--- config.mk ---
export PLATFORM = sky130hd
export DESIGN_NAME = qpd_multi_trigger_flat
export DESIGN_NICKNAME = d
export VERILOG_FILES = /design/src/rtl/qpd_multi_trigger_if.sv /design/src/rtl/qpd_multi_trigger.sv /design/src/flat_wrapper.sv
export SDC_FILE = /design/constraint.sdc
export NUM_CORES = 1
export LEC_CHECK = 0
export CORE_ASPECT_RATIO = 0.9
export CORE_MARGIN = 1
export CORE_UTILIZATION = 51
export CTS_CLUSTER_SIZE = 10
export DETAILED_ROUTE_END_ITERATION = 10
export PLACE_DENSITY = 0.78
export SETUP_SLACK_MARGIN = 0.15
export SLEW_MARGIN = 20
export SYNTH_ARGS = -nofsm -noshare
export SYNTH_HDL_FRONTEND = slang
export SYNTH_SLANG_ARGS = --single-unit
--- constraint.sdc ---
create_clock -name sclock -period 2.2 [get_ports sclock]
set_input_delay 0.44 -clock sclock [delete_from_list [all_inputs] [get_ports sclock]]
set_output_delay 0.44 -clock sclock [all_outputs]
set_load 0.02 [all_outputs]
--- src/rtl/qpd_multi_trigger_if.sv ---
// qpd_multi_trigger_if: register-bank side controls and front-end trigger outputs for qpd_multi_trigger.
interface qpd_multi_trigger_if #(
    parameter int NUM_CH  = 4,
    parameter int CNT_W   = 16,
    parameter int PULSE_W = 8
);
    logic                        run;
    logic [NUM_CH-1:0]           arm;
    logic [NUM_CH-1:0]           stop;
    logic [NUM_CH-1:0]           periodic;
    logic [NUM_CH*CNT_W-1:0]     delay;
    logic [NUM_CH*PULSE_W-1:0]   pulse_len;
    logic                        clr_err;
    logic [NUM_CH-1:0]           trigger;
    logic [NUM_CH-1:0]           busy;
    logic [NUM_CH-1:0]           done;
    logic [NUM_CH-1:0]           overrun;
    modport master (
        output run, arm, stop, periodic, delay, pulse_len, clr_err,
        input  trigger, busy, done, overrun
    );
    modport slave (
        input  run, arm, stop, periodic, delay, pulse_len, clr_err,
        output trigger, busy, done, overrun
    );
endinterface

--- src/rtl/qpd_multi_trigger.sv ---
// qpd_multi_trigger: NUM_CH independent delayed trigger generators, one-shot or periodic.
// Optional TRIG_AUTOREARM_EN: a delay value differing from the last accepted one re-arms an idle channel.
module qpd_multi_trigger #(
    parameter int NUM_CH           = 4,
    parameter int CNT_W            = 16,
    parameter int PULSE_W          = 8,
    parameter int SAMPLE_FREQUENCY = 100000
) (
    input logic                sclock,
    input logic                rst,
    qpd_multi_trigger_if.slave bus
);
    typedef enum logic [1:0] {IDLE, COUNT, PULSE} state_t;

    if (SAMPLE_FREQUENCY <= 0) begin : g_bad_freq
        $error("SAMPLE_FREQUENCY must be positive");
    end

    for (genvar i = 0; i < NUM_CH; i++) begin : g_ch
        state_t             r_state, w_nstate;
        logic [CNT_W-1:0]   r_cnt, w_ncnt, r_sdelay, w_delay;
        logic [PULSE_W-1:0] r_pcnt, w_npcnt, r_slen, w_len;
        logic               r_sper, r_done, w_ndone, r_ovr, w_start;
        assign w_delay = bus.delay[i*CNT_W +: CNT_W];
        assign w_len   = (r_slen == '0) ? PULSE_W'(1) : r_slen;
`ifdef TRIG_AUTOREARM_EN
        logic [CNT_W-1:0] r_last;
        assign w_start = bus.run && !bus.stop[i] && r_state == IDLE && (bus.arm[i] || w_delay != r_last);
        always_ff @(posedge sclock) begin
            if (rst) r_last <= '0;
            else if (w_start) r_last <= w_delay;
        end
`else
        assign w_start = bus.run && !bus.stop[i] && r_state == IDLE && bus.arm[i];
`endif
        always_comb begin
            w_nstate = r_state;
            w_ncnt   = r_cnt;
            w_npcnt  = r_pcnt;
            w_ndone  = 1'b0;
            if (!bus.run || bus.stop[i]) begin
                w_nstate = IDLE;
            end else if (r_state == IDLE) begin
                w_nstate = w_start ? COUNT : IDLE;
                w_ncnt   = '0;
            end else if (r_state == COUNT) begin
                w_nstate = (r_cnt == r_sdelay) ? PULSE : COUNT;
                w_npcnt  = PULSE_W'(1);
                w_ncnt   = (r_cnt == r_sdelay) ? r_cnt : r_cnt + CNT_W'(1);
            end else if (r_pcnt == w_len) begin
                w_nstate = r_sper ? COUNT : IDLE;
                w_ncnt   = '0;
                w_ndone  = !r_sper;
            end else begin
                w_npcnt = r_pcnt + PULSE_W'(1);
            end
        end
        always_ff @(posedge sclock) begin
            if (rst) begin
                r_state  <= IDLE;
                r_cnt    <= '0;
                r_pcnt   <= '0;
                r_sdelay <= '0;
                r_slen   <= '0;
                r_sper   <= 1'b0;
                r_done   <= 1'b0;
                r_ovr    <= 1'b0;
            end else begin
                r_state <= w_nstate;
                r_cnt   <= w_ncnt;
                r_pcnt  <= w_npcnt;
                r_done  <= w_ndone;
                // a fresh overrun in the same cycle as clr_err must survive
                r_ovr   <= (bus.arm[i] && bus.run && r_state != IDLE) || (r_ovr && !bus.clr_err);
                if (w_start) begin
                    r_sdelay <= w_delay;
                    r_slen   <= bus.pulse_len[i*PULSE_W +: PULSE_W];
                    r_sper   <= bus.periodic[i];
                end
            end
        end
        assign bus.trigger[i] = (r_state == PULSE);
        assign bus.busy[i]    = (r_state != IDLE);
        assign bus.done[i]    = r_done;
        assign bus.overrun[i] = r_ovr;
    end
endmodule
--- src/flat_wrapper.sv ---
// flat-port wrapper written by rule: the top's interface ports become plain ports
module qpd_multi_trigger_flat 
#(
    parameter int NUM_CH           = 4,
    parameter int CNT_W            = 16,
    parameter int PULSE_W          = 8,
    parameter int SAMPLE_FREQUENCY = 100000
)
  (sclock, rst, bus_run, bus_arm, bus_stop, bus_periodic, bus_delay, bus_pulse_len, bus_clr_err, bus_trigger, bus_busy, bus_done, bus_overrun);
  qpd_multi_trigger_if #(.NUM_CH(NUM_CH), .CNT_W(CNT_W), .PULSE_W(PULSE_W)) bus_i ();
  input logic sclock;
  input logic rst;
  input wire logic [$bits(bus_i.run)-1:0] bus_run;
  input wire logic [$bits(bus_i.arm)-1:0] bus_arm;
  input wire logic [$bits(bus_i.stop)-1:0] bus_stop;
  input wire logic [$bits(bus_i.periodic)-1:0] bus_periodic;
  input wire logic [$bits(bus_i.delay)-1:0] bus_delay;
  input wire logic [$bits(bus_i.pulse_len)-1:0] bus_pulse_len;
  input wire logic [$bits(bus_i.clr_err)-1:0] bus_clr_err;
  output wire logic [$bits(bus_i.trigger)-1:0] bus_trigger;
  output wire logic [$bits(bus_i.busy)-1:0] bus_busy;
  output wire logic [$bits(bus_i.done)-1:0] bus_done;
  output wire logic [$bits(bus_i.overrun)-1:0] bus_overrun;
  assign bus_i.run = bus_run;
  assign bus_i.arm = bus_arm;
  assign bus_i.stop = bus_stop;
  assign bus_i.periodic = bus_periodic;
  assign bus_i.delay = bus_delay;
  assign bus_i.pulse_len = bus_pulse_len;
  assign bus_i.clr_err = bus_clr_err;
  assign bus_trigger = bus_i.trigger;
  assign bus_busy = bus_i.busy;
  assign bus_done = bus_i.done;
  assign bus_overrun = bus_i.overrun;
  qpd_multi_trigger #(.NUM_CH(NUM_CH), .CNT_W(CNT_W), .PULSE_W(PULSE_W), .SAMPLE_FREQUENCY(SAMPLE_FREQUENCY)) u_core (.sclock(sclock), .rst(rst), .bus(bus_i));
endmodule
==> results.tsv, run 1 <==
metric	value	unit
status	finished clean	
rows	48	
crit_type	register to register	
via_per_inst	5.77	
die_x	152	um
cts_tree	yes	
drive_gt1_share	16.7	%
rsz0062_at_grt	true	
clockBufferDepth	3	
numCtsBuffers	25	
fin_crit_sh	95.2	%
fin_crit	2.09	ns
synth_fp_nets	1396	
synth_ff_type	dfxtp_1	
grt_pass1_vias	9067	
fp.dieArea	0.0207	mm^2
wl_per_cell	16.0	um
syn_to_final_growth	34.0	%
crit_fanout	5	
root_buffer	clkbuf_16	
skew	0.00869	ns
netlist_instances	1276	
cellPowerDensity	610	mW/mm^2
hold_violations	0	
endpoint_kind	register	
slew_viol_final	0	
final_cell_mix	nand2_1, dfxtp_1, a21oi_1	
slew-limit-headroom	66.5	%
start_util	52.8	%
leakage	5.37	nW
antenna_left	0	
setup_viol	0	
synth_area	0.0103	mm^2
die_h	137	um
hold_slack	0.302	ns
dp_hpwl	18.8	mm
layout_commonest_cell	nand2_1	
hold_path_class	input port to register	
postSynthAreaPerCell	8.05	um^2
antenna_found_initial	2	
max-vdd-ir-drop	0.548	mV
grt_pass1_wl	43.8	mm
firstDrtPassIters	5	
grt-ovfl-total	0	
yosysUniqueCellTypes	71	
synth.ff_latch_count	212	
final_nets	1601	
arrival	2.56	ns
io_buffers	127	
synth-edff-count	0	
clock_latency	0.52	ns
cp.required	2.66	ns
yosysSeqAreaShare	41.3	%
drt-total-wl	27.8	mm
cts_htree_levels	1	
final_util	70.8	%
drc	0	
maxCapViolations	0	
vias	10028	
num-fill-cells	1528	
coreArea	0.0195	mm^2
cts_sinks	212	
clk_pin_slew	0.05	ns
ys_async_sr_fraction	0	%
grt_usage	26.0	%
yosysWarnings	0	
startpoint_type	register	
gp_congestion	0.910	
tightest_slew	0.499	ns
pin_count	128	
fmax	478	MHz
grt_max_degree	31	
drt_iter0_markers	726	
[logic make-up after synthesis]
| logic type | count (synthesis) | synth area share, % |
|---|---|---|
| compound gates | 286 | 17.8 |
| mux | 19 | 1.88 |
| flops | 212 | 41.3 |
| buf+inv | 96 | 3.86 |
| simple gates | 553 | 25.5 |
| fa+ha+maj | 8 | 0.974 |
| xor+xnor | 102 | 8.70 |
[power breakdown]
| part | switching (W) | total (W) | internal [W] | leakage (nW) |
|---|---|---|---|---|
| clock network | 0.00147 | 0.00356 | 0.00209 | 0.332 |
| logic | 0.000408 | 0.000877 | 0.000469 | 3.31 |
| registers | 0.0000573 | 0.00396 | 0.00390 | 1.72 |
[critical path: stages (launching register included)]
cell and delay [ns]:
dfxtp_2 0.32, or4_1 0.51, mux2i_1 0.18, nor4_2 0.08
buf_4 0.16, a31o_4 0.23, or4_4 0.49, nand2_1 0.07
[synth_stat cells (20+ instances only)]
library cell / instances / share of area (%)
a21oi_1: 140 / 6.8
and3_1: 38 / 2.3
clkbuf_1: 54 / 2.0
dfxtp_1: 212 / 41
inv_1: 25 / 0.91
nand2_1: 278 / 10
nand2b_1: 20 / 1.2
nand3_1: 34 / 1.7
nand4_1: 26 / 1.6
nor2_1: 59 / 2.2
nor3_1: 23 / 1.1
o21ai_0: 34 / 1.7
xnor2_1: 56 / 4.8
xor2_1: 46 / 3.9
[state kept, by name (all words and copies together), names as in the netlist]
signal and count:
u_core.g_ch.r_ovr 4, u_core.g_ch.r_sdelay 64, u_core.g_ch.r_state 8, u_core.g_ch.r_pcnt 32, u_core.g_ch.r_cnt 64, u_core.g_ch.r_slen 32, u_core.g_ch.r_sper 4, u_core.g_ch.r_done 4
[cell type report]
cell class                      count  area (um^2)  share of cell area, %
Multi-Input combinational cell    970         6090                   44.3
Sequential cell                   212         4280                   31.0
Timing Repair Buffer              247         2310                   16.8
Clock buffer                       31          668                   4.85
Tap cell                          250          313                   2.27
Inverter                           25         93.8                  0.682
Clock inverter                      1         8.76                 0.0636
Antenna cell                        2         5.00                 0.0363
[metal layers]
metal  GRT usage, %  vias up  part of all wire, %
li1               -     4908                    -
met5              0        -                    0
met1           36.4     4736                   47
met3           4.10       46                  7.0
met4           6.77        0                  2.0
met2           41.3      338                   44
[per-stage QoR]
step / power, W / instances / TNS, ns / cell area (um^2) / worst slack (ns)
final: 0.00840 / 1738 / 0 / 13800 / 0.106
after global routing: 0.00869 / 1738 / 0 / 13800 / 0.00345
after CTS: 0.00841 / 1721 / 0 / 13200 / 0.120
after detailed placement: 0.00481 / 1679 / -0.422 / 12400 / -0.0743
after global placement: 0.00479 / 1679 / -0.0756 / 12400 / -0.0129
after floorplan: 0.00440 / 1276 / 0 / 10300 / 0.0933
[worst paths after layout]
path | startpoint | to | slack (ns) | cells past startpoint
max | u_core.g_ch[0].r_slen[1]$_SDFFE_PP0P_ | u_core.g_ch[0].r_cnt[7]$_SDFFE_PP0P_ | 0.11 | 7
min | rst | u_core.g_ch[2].r_pcnt[1]$_SDFFE_PP0P_ | 0.30 | 3
max reg2reg | u_core.g_ch[0].r_slen[1]$_SDFFE_PP0P_ | u_core.g_ch[0].r_cnt[7]$_SDFFE_PP0P_ | 0.11 | 7
min reg2reg | u_core.g_ch[2].r_sper$_SDFFE_PP0P_ | u_core.g_ch[2].r_done$_SDFF_PP0_ | 0.45 | 1
[repair_timing]
action | CTS | global route
endpoints found under the setup margin | 54 | 87
resized for setup | 38 | 103
pin swaps | 13 | 72
gates cloned | 1 | 2
hold buffers | 0 | 0
buffers inserted | 9 | 13
No activity file was read; power rests on OpenSTA's default activity.
==> run 2: changes to the inputs <==
--- a/config.mk
+++ b/config.mk
@@ -5,6 +5,7 @@
 export SDC_FILE = /design/constraint.sdc
 export NUM_CORES = 1
 export LEC_CHECK = 0
+export CAP_MARGIN = 20
 export CORE_ASPECT_RATIO = 0.9
 export CORE_MARGIN = 1
 export CORE_UTILIZATION = 51
==> results of run 2 <==
Final layout, timing and power as in run 1 (identical DEF).
